`src/rtl/fifo_burst_drain_if.sv`:
```
// FIFO read-side and output-stream signals of fifo_burst_drain.
// master = drain controller, slave = FIFO plus stream consumer.
interface fifo_burst_drain_if #(
    parameter int unsigned fifo_ptr  = 4,
    parameter int unsigned fifo_data = 32
);
    localparam int unsigned CW = fifo_ptr + 1;

    logic [CW-1:0]        data_avail;
    logic                 fifo_empty;
    logic [fifo_data-1:0] read_data;
    logic                 ren;
    logic                 flush;
    logic                 m_valid;
    logic                 m_ready;
    logic [fifo_data-1:0] m_data;
    logic                 m_last;
    logic                 busy;

    modport master (
        input  data_avail, fifo_empty, read_data, flush, m_ready,
        output ren, m_valid, m_data, m_last, busy
    );

    modport slave (
        output data_avail, fifo_empty, read_data, flush, m_ready,
        input  ren, m_valid, m_data, m_last, busy
    );
endinterface

```
`src/rtl/fifo_burst_drain.sv`:
```
// Burst read controller behind a synchronous FIFO with a 2-entry skid buffer.
// Optional idle-timeout partial-burst flush: define FIFO_BURST_TIMEOUT_EN.
module fifo_burst_drain #(
    parameter int unsigned fifo_ptr  = 4,
    parameter int unsigned fifo_data = 32,
    parameter int unsigned BURST_LEN = 4,
    parameter int unsigned TIMEOUT   = 64
) (
    input  logic               clk,
    input  logic               rstb,
    fifo_burst_drain_if.master bus
);
    localparam int unsigned   CW    = fifo_ptr + 1;
    localparam logic [CW-1:0] BURST = CW'(BURST_LEN);

    if (BURST_LEN < 1 || BURST_LEN > (1 << fifo_ptr) || TIMEOUT < 1) begin : g_bad_cfg
        $error("fifo_burst_drain: BURST_LEN must be 1..2^fifo_ptr and TIMEOUT >= 1");
    end

    typedef enum logic [1:0] {
        IDLE  = 2'd0,
        DRAIN = 2'd1,
        TAIL  = 2'd2
    } state_t;

    state_t         state, state_n;
    logic [CW-1:0]  target, target_n;
    logic [CW-1:0]  issued, issued_n;
    logic           flush_req, flush_req_n;
    logic           busy;
    logic           start;
    logic           pend, pend_last;
    logic           last_issue;
    logic           ren_c;
    logic           pop;
    logic           tmo_hit;
    logic [1:0]     occ;

    logic                 head_valid, head_last;
    logic [fifo_data-1:0] head_data;
    logic                 tail_valid, tail_last;
    logic [fifo_data-1:0] tail_data;

    assign occ        = 2'(head_valid) + 2'(tail_valid);
    assign pop        = head_valid & bus.m_ready;
    assign last_issue = (issued + CW'(1)) == target;

    // Read only when the word will have a skid slot on arrival; m_ready feeds ren combinationally.
    assign ren_c = (state == DRAIN) & ~bus.fifo_empty & (issued < target)
                 & ((3'(occ) + 3'(pend)) < (3'd2 + 3'(pop)));

    always_comb begin
        state_n     = state;
        target_n    = target;
        issued_n    = issued;
        flush_req_n = flush_req;
        start       = 1'b0;
        case (state)
            IDLE: begin
                start       = (bus.data_avail >= BURST) | (flush_req & ~bus.fifo_empty) | tmo_hit;
                flush_req_n = (flush_req | bus.flush) & ~bus.fifo_empty;
                if (start) begin
                    state_n     = DRAIN;
                    target_n    = (bus.data_avail < BURST) ? bus.data_avail : BURST;
                    issued_n    = '0;
                    flush_req_n = 1'b0;
                end
            end
            DRAIN: begin
                if (ren_c) issued_n = issued + CW'(1);
                if (issued_n == target) state_n = TAIL;
            end
            TAIL: begin
                if (!pend && (occ == 2'(pop))) state_n = IDLE;
            end
            default: state_n = IDLE;
        endcase
    end

    always_ff @(posedge clk or negedge rstb) begin
        if (!rstb) begin
            state     <= IDLE;
            target    <= '0;
            issued    <= '0;
            flush_req <= 1'b0;
            busy      <= 1'b0;
            pend      <= 1'b0;
            pend_last <= 1'b0;
        end else begin
            state     <= state_n;
            target    <= target_n;
            issued    <= issued_n;
            flush_req <= flush_req_n;
            busy      <= (state_n != IDLE);
            pend      <= ren_c;
            pend_last <= ren_c & last_issue;
        end
    end

    // Skid buffer: head drives the stream, tail holds the word that landed during a stall.
    always_ff @(posedge clk or negedge rstb) begin
        if (!rstb) begin
            head_valid <= 1'b0;
            head_last  <= 1'b0;
            head_data  <= '0;
            tail_valid <= 1'b0;
            tail_last  <= 1'b0;
            tail_data  <= '0;
        end else if (pop) begin
            if (tail_valid) begin
                head_valid <= 1'b1;
                head_last  <= tail_last;
                head_data  <= tail_data;
                tail_valid <= pend;
                if (pend) begin
                    tail_last <= pend_last;
                    tail_data <= bus.read_data;
                end
            end else begin
                head_valid <= pend;
                head_last  <= pend & pend_last;
                if (pend) head_data <= bus.read_data;
            end
        end else if (pend) begin
            if (!head_valid) begin
                head_valid <= 1'b1;
                head_last  <= pend_last;
                head_data  <= bus.read_data;
            end else begin
                tail_valid <= 1'b1;
                tail_last  <= pend_last;
                tail_data  <= bus.read_data;
            end
        end
    end

`ifdef FIFO_BURST_TIMEOUT_EN
    localparam int unsigned TW = $clog2(TIMEOUT + 1);

    logic [TW-1:0] tmo_cnt;
    logic          tmo_run;

    // Partial bursts waiting in IDLE are forced out after TIMEOUT cycles.
    assign tmo_run = (state == IDLE) & ~bus.fifo_empty & (bus.data_avail < BURST);
    assign tmo_hit = tmo_run & (tmo_cnt == TW'(TIMEOUT - 1));

    always_ff @(posedge clk or negedge rstb) begin
        if (!rstb) begin
            tmo_cnt <= '0;
        end else if (!tmo_run || tmo_hit) begin
            tmo_cnt <= '0;
        end else begin
            tmo_cnt <= tmo_cnt + TW'(1);
        end
    end
`else
    assign tmo_hit = 1'b0;
`endif

    assign bus.ren     = ren_c;
    assign bus.m_valid = head_valid;
    assign bus.m_data  = head_data;
    assign bus.m_last  = head_last;
    assign bus.busy    = busy;

endmodule

```
`src/flat_wrapper.sv`:
```
// flat-port wrapper written by rule: the top's interface ports become plain ports
module fifo_burst_drain_flat 
#(
    parameter int unsigned fifo_ptr  = 4,
    parameter int unsigned fifo_data = 32,
    parameter int unsigned BURST_LEN = 4,
    parameter int unsigned TIMEOUT   = 64
)
  (clk, rstb, bus_data_avail, bus_fifo_empty, bus_read_data, bus_flush, bus_m_ready, bus_ren, bus_m_valid, bus_m_data, bus_m_last, bus_busy);
  fifo_burst_drain_if #(.fifo_ptr(fifo_ptr), .fifo_data(fifo_data)) bus_i ();
  input  logic clk;
  input  logic rstb;
  input wire logic [$bits(bus_i.data_avail)-1:0] bus_data_avail;
  input wire logic [$bits(bus_i.fifo_empty)-1:0] bus_fifo_empty;
  input wire logic [$bits(bus_i.read_data)-1:0] bus_read_data;
  input wire logic [$bits(bus_i.flush)-1:0] bus_flush;
  input wire logic [$bits(bus_i.m_ready)-1:0] bus_m_ready;
  output wire logic [$bits(bus_i.ren)-1:0] bus_ren;
  output wire logic [$bits(bus_i.m_valid)-1:0] bus_m_valid;
  output wire logic [$bits(bus_i.m_data)-1:0] bus_m_data;
  output wire logic [$bits(bus_i.m_last)-1:0] bus_m_last;
  output wire logic [$bits(bus_i.busy)-1:0] bus_busy;
  assign bus_i.data_avail = bus_data_avail;
  assign bus_i.fifo_empty = bus_fifo_empty;
  assign bus_i.read_data = bus_read_data;
  assign bus_i.flush = bus_flush;
  assign bus_i.m_ready = bus_m_ready;
  assign bus_ren = bus_i.ren;
  assign bus_m_valid = bus_i.m_valid;
  assign bus_m_data = bus_i.m_data;
  assign bus_m_last = bus_i.m_last;
  assign bus_busy = bus_i.busy;
  fifo_burst_drain #(.fifo_ptr(fifo_ptr), .fifo_data(fifo_data), .BURST_LEN(BURST_LEN), .TIMEOUT(TIMEOUT)) u_core (.clk(clk), .rstb(rstb), .bus(bus_i));
endmodule
```
`config.mk`:
```
export PLATFORM = sky130hd
export DESIGN_NAME = fifo_burst_drain_flat
export DESIGN_NICKNAME = d
export VERILOG_FILES = /design/src/rtl/fifo_burst_drain_if.sv /design/src/rtl/fifo_burst_drain.sv /design/src/flat_wrapper.sv
export SDC_FILE = /design/constraint.sdc
export NUM_CORES = 1
export LEC_CHECK = 0
export ABC_CLOCK_PERIOD_IN_PS = 6890
export CORE_MARGIN = 1
export CORE_UTILIZATION = 65
export CTS_CLUSTER_DIAMETER = 120
export DETAILED_ROUTE_END_ITERATION = 7
export DONT_BUFFER_PORTS = 1
export PLACE_DENSITY_LB_ADDON = 0.12
export RECOVER_POWER = 25
export SYNTH_ARGS = -nofsm -noshare
export SYNTH_HDL_FRONTEND = slang
export SYNTH_SLANG_ARGS = --single-unit
```
`constraint.sdc`:
```
create_clock -name clk -period 6.89 [get_ports clk]
set_input_delay 0.3445 -clock clk [delete_from_list [all_inputs] [get_ports clk]]
set_output_delay 0.3445 -clock clk [all_outputs]
set_load 0.005 [all_outputs]
```
# ---- Yosys cells after proc, flatten, opt, wreduce, memory -nomap -nowiden
# Cells that the tools add are included.
dict set report word_totals {
  regBits 84
  word_cells 89
  out_inout_bits 36
  in_bits 42
}
dict set report classes {
  n_bitwise 11
  n_reduce_logical 14
  n_lt_le_gt_ge 4
  mux 35
  n_addsub 4
  n_eq_ne 8
}
# op n
set ops {}
lappend ops {{$mux W32} 9}
lappend ops {{$mux W5} 4}
lappend ops {{$mux W1} 17}
lappend ops {{$eq A5 B5 Y1} 2}
lappend ops {{$pmux W5 S2} 1}
lappend ops {{$reduce_bool A2 Y1} 5}
lappend ops {{$and A1 B1 Y1} 8}
lappend ops {{$reduce_and A2 Y1} 4}
lappend ops {{$mux W2} 3}
lappend ops {{$pmux W2 S3} 1}
lappend ops {{$reduce_and A3 Y1} 2}
lappend ops {{$add A5 B1 Y5 const B} 1}
lappend ops {{$ge A5 B3 Y1 const B} 1}
lappend ops {{$lt A5 B3 Y1 const B} 1}
lappend ops {{$lt A5 B5 Y1} 1}
lappend ops {{$ne A2 B1 Y1 const B} 2}
lappend ops {{$add A2 B1 Y3} 1}
lappend ops {{$add A2 B1 Y3 const A} 1}
lappend ops {{$lt A3 B3 Y1} 1}
lappend ops {{$add A1 B1 Y2} 1}
lappend ops {{$eq A2 B1 Y1} 1}
lappend ops {{$eq A2 B1 Y1 const B} 1}
lappend ops {{$eq A2 B2 Y1 const B} 1}
lappend ops {{$logic_not A2 Y1} 1}
lappend ops {{5 further kinds} 6}

# ---- Depth between registers and ports, before layout
dict set report depth {
  depth_word 10
  mapped_depth 8
  mapped_depth_nobuf 8
}

# ---- Worst setup path after synthesis
# Ideal clock, no wire load.
dict set report synth_timing {
  path_type {register to register}
  from {register u_core.head_valid (netlist: u_core.bus.m_valid)}
  to {register u_core.state[0]}
  period_less_slack_ns 2.260
  arrival_time_ns 2.136
  slack_ns 4.630
  path_stages_with_launch 9
  setup_time_ns 0.124
  required_ns 6.766
  n_path_buf 1
  cell_sequence {dfrtp_1 buf_2 inv_1 fa_1 a31oi_2 nor3b_1 nand3_1 a32o_1 a211o_1}
}
dict set report synth_via {
  elab_chain_cells 9
  word_cells_on_any_way 14
  classes_between {3 x add/sub; 1 x order compare; 2 x eq/ne; 5 x mux; 2 x bitwise; 1 x reduce/logical}
}
# item line_no
set synth_rtl {}
lappend synth_rtl {{start, declared} fifo_burst_drain.sv:39} ;# logic head_valid, head_last;
lappend synth_rtl {{start signal, assigned} fifo_burst_drain.sv:120} ;# head_valid <= pend;
lappend synth_rtl {{$add A1 B1 Y2 or $and A1 B1 Y1 (tied branches)} {fifo_burst_drain.sv:44, fifo_burst_drain.sv:45}}
lappend synth_rtl {{$add A2 B1 Y3} fifo_burst_drain.sv:50} ;# & ((3'(occ) + 3'(pend)) < (3'd2 + 3'(pop)));
lappend synth_rtl {{$lt A3 B3 Y1} fifo_burst_drain.sv:50}
lappend synth_rtl {{$and A1 B1 Y1} fifo_burst_drain.sv:50}
lappend synth_rtl {{$mux W5} fifo_burst_drain.sv:70} ;# if (ren_c) issued_n = issued + CW'(1);
lappend synth_rtl {{$mux W5} fifo_burst_drain.sv:58} ;# case (state)
lappend synth_rtl {{$eq A5 B5 Y1} fifo_burst_drain.sv:71} ;# if (issued_n == target) state_n = TAIL;
lappend synth_rtl {{$mux W2} fifo_burst_drain.sv:71}
lappend synth_rtl {{$pmux W2 S3 (*)} fifo_burst_drain.sv:58}
lappend synth_rtl {{via u_core.state_n[0]} fifo_burst_drain.sv:26} ;# state_t state, state_n;
lappend synth_rtl {{end signal, assigned} fifo_burst_drain.sv:90} ;# state <= state_n;
lappend synth_rtl {{end, declared} fifo_burst_drain.sv:26}
# Mark *: on every way through the listed nets, which the timed path passes. The rest lies on a longest branch. The select of a mux whose other input is x is not followed.
# A chain may end at the register's enable or synchronous reset.

# ---- Worst setup path after layout
dict set report layout_timing {
  from {register u_core.head_valid (netlist: u_core.bus.m_valid)}
  to {output port bus_ren}
}
dict set report layout_via {
  elab_chain_cells 4
  word_cells_on_any_way 6
  classes_between {3 x add/sub; 1 x order compare; 2 x bitwise}
}
# item line_no
set layout_rtl {}
lappend layout_rtl {{$add A1 B1 Y2 or $and A1 B1 Y1 (tied branches)} {fifo_burst_drain.sv:44, fifo_burst_drain.sv:45}}
lappend layout_rtl {{$add A2 B1 Y3} fifo_burst_drain.sv:50}
lappend layout_rtl {{$lt A3 B3 Y1 (*)} fifo_burst_drain.sv:50}
lappend layout_rtl {{$and A1 B1 Y1 (*)} fifo_burst_drain.sv:50}
lappend layout_rtl {{end, declared} flat_wrapper.sv:18} ;# output wire logic [$bits(bus_i.ren)-1:0] bus_ren;
# Every way passes the cells marked *; elsewhere a longest branch is shown, timed or not.

==> metrics.txt <==
Initial Utilization=0.675; most frequent cell after synthesis=dfrtp_1; fmax=361 MHz; Max VDD drop=0.235 mV; first-pass GRT wire length=11.7 mm; HPWL after DPL=4.92 mm; antenna violations before repair=0; CTS root buf=clkbuf_8; CP bufs+invs=0; top cells by area, synth=dfrtp_1 53%, mux2_2 9.3%, mux2i_1 8.8%; RSZ-0062 raised after global routing=false; ANT nets after route=0; CP max-delay cell=dfrtp_1; yosys warns=0; largest area contributor in the netlist=dfrtp_1; clock power share=0.214; # resized after CTS=0; outcome=finished clean; global placer's final weighted congestion=0.909; final core occ=0.727; leak pwr=2.13 nW; final slew viol count=0; CTS tree=done; proportion of layout cells with a drive suffix above 1=0.181; Synth Flop Type=dfrtp_1; H-tree depth=3; vias in the first global route=2540; Crit. End Element=output pin; CP startpoint kind=register; CTS Sinks=84; switching portion of total power=0.355; Crit Path Max Fanout=10; Worst Skew=0.0104 ns; Net Count, Synth=398; # diodes=0; largest net degree at the start of global routing=85; DRT iter0 DRCs=109; post-synth top area share=0.526; setup TNS=0 ns; CP Data Arrival Time=2.42 ns; normalized max-slew margin=0.291; die area=0.00646 mm²; #FFs+latches synth=84; core box area=0.00592 mm²; WP data required=6.55 ns; Psw=667 µW; cell mode on critical path=ha_1; Setup CP Type=register to output pin; die span in y=80.4 µm; Rows=28; unique cell type count in the Yosys netlist=53; Power Density=436 mW/mm²; synth cell count leaders=84 x dfrtp_1, 41 x nand2_1, 37 x o21ai_0; period utilisation layout=0.402; Hold Fails Final Rpt=0; Hold Path Class=input port to register; filler cell count=429; routed wire length=7.28 mm; IO Count=78; mapped cell area=0.00400 mm²; DRC viols=0; GRT Resource Usage Total=0.243; I/O Buffers=0; Die Wd=80.4 µm; Mean Syn Cell Area=11.5 µm²; clock buffer depth=2; Top Family by Delay on Critical Path=simple AND/OR/NAND/NOR gates; via count=2503; minimum clock period=2.77 ns; Avg Vias per Cell=5.92; final setup fails=0; grt ovf=0; final net count=395; Clk pin slew, worst setup/hold paths=0.08 ns; Post-synth EDFFs=0; register area share after synthesis=0.526; Cells after Synth=346; drt first pass iters=5; P_int=1.21 mW; cts bufs inserted=9; slowest cell delay on critical path=0.53 ns; Reg power frac=0.468; latest clock arrival within the worst-skew pair=0.35 ns; maxcap violations=0; wire length per cell=17.2 µm; Worst Tran Pin Value=1.06 ns; CP Cell Sequence=ha_1 -> ha_1 -> ha_1 -> nor3_1 -> nand3_1 -> nor3_2; Comb pwr share=0.318; FFs w/ async S/R, synth=1.00; area delta synth->final=7.80%
## cells by family (layout without fill, tap and decap cells)
group,after synthesis,in the layout,share of synthesized area
XOR/XNOR,10,10,0.0285
adder cells (fa/ha/maj),10,10,0.0332
buffers and inverters,27,29,0.0291
multiplexers,69,69,0.184
AND/OR/NAND/NOR,77,77,0.0918
flip-flops,84,84,0.526
AO/OA/AOI/OAI,69,69,0.108
## path summary, 6_finish.rpt
kind / from / end / slack [ns] / cells after the start
worst max-delay path: u_core.bus.m_valid / bus_ren / 4.12 / 6
worst min-delay path: bus_data_avail[1] / u_core.target[1] / 0.11 / 2
worst max register to register: u_core.bus.m_valid / u_core.issued[0] / 4.27 / 8
worst min register to register: u_core.bus.m_data[21] / u_core.bus.m_data[21] / 0.51 / 2
max in group asynchronous: rstb / u_core.bus.busy / 6.02 / 2
min in group asynchronous: rstb / u_core.bus.m_data[22] / 0.55 / 2
## per-stage QoR
stage	cell area, µm²	power, mW	setup slack [ns]	hold slack (ns)	cells
final	4310	1.88	4.12	0.111	423
after global routing	4310	2.01	3.98	0.112	423
after CTS	4310	1.89	4.11	0.100	423
after detailed placement	4040	1.47	4.29	0.0506	405
after global placement	4040	1.43	4.37	0.0504	405
after floorplan	4000	1.34	4.63	0.0489	346
## metal layers
metal | vias up | GRT usage | wire [µm]
met1 | 1213 | 0.318 | 3210
met4 | 0 | 0.129 | 180
met3 | 15 | 0.0500 | 360
met5 | - | 0 | 0
met2 | 62 | 0.382 | 3530
li1 | 1213 | - | -
## layout by cell type, fill, tap and decap left out, types with 4 or more instances in the layout
master / synthesis / routed
nor2_1: 8 / 8
nand2b_1: 4 / 4
nand2_1: 41 / 40
mux2_2: 33 / 33
xor2_1: 5 / 5
o21ai_0: 37 / 36
clkbuf_8: 0 / 10
mux2i_1: 35 / 35
nand3_1: 5 / 4
dfrtp_1: 84 / 84
inv_1: 10 / 10
ha_1: 9 / 9
a21oi_1: 7 / 7
## flip-flops by register name (all words and copies together) (netlist names), 2 cells and up
name               flops
u_core.tail_data      32
u_core.state           2
u_core.bus.m_data     32
u_core.target          5
u_core.issued          5
## area by class of cell
cell class                 instances  area [µm²]  share of cell area
clock buffer                      10         138              0.0320
multi-input combinational        235        1800               0.417
timing repair buffer               3        45.0              0.0105
tap                               75        93.8              0.0218
inverter                          10        37.5             0.00872
clock inverter                     6        95.1              0.0221
sequential                        84        2100               0.488
## power by group through the flow
stage	Combinational, mW	Sequential (mW)	Clock [mW]
6_report	0.596	0.877	0.402
2_1_floorplan	0.510	0.825	0
4_1_cts	0.603	0.879	0.411
3_5_place_dp	0.587	0.887	0
5_1_grt	0.670	0.912	0.430
3_3_place_gp	0.558	0.874	0
## repair_timing
item                      4_1_cts  5_1_grt
hold buffers                    2        0
buffers inserted                0        0
hold endpoints to repair       84        0
No activity file was read; power rests on OpenSTA's default activity.
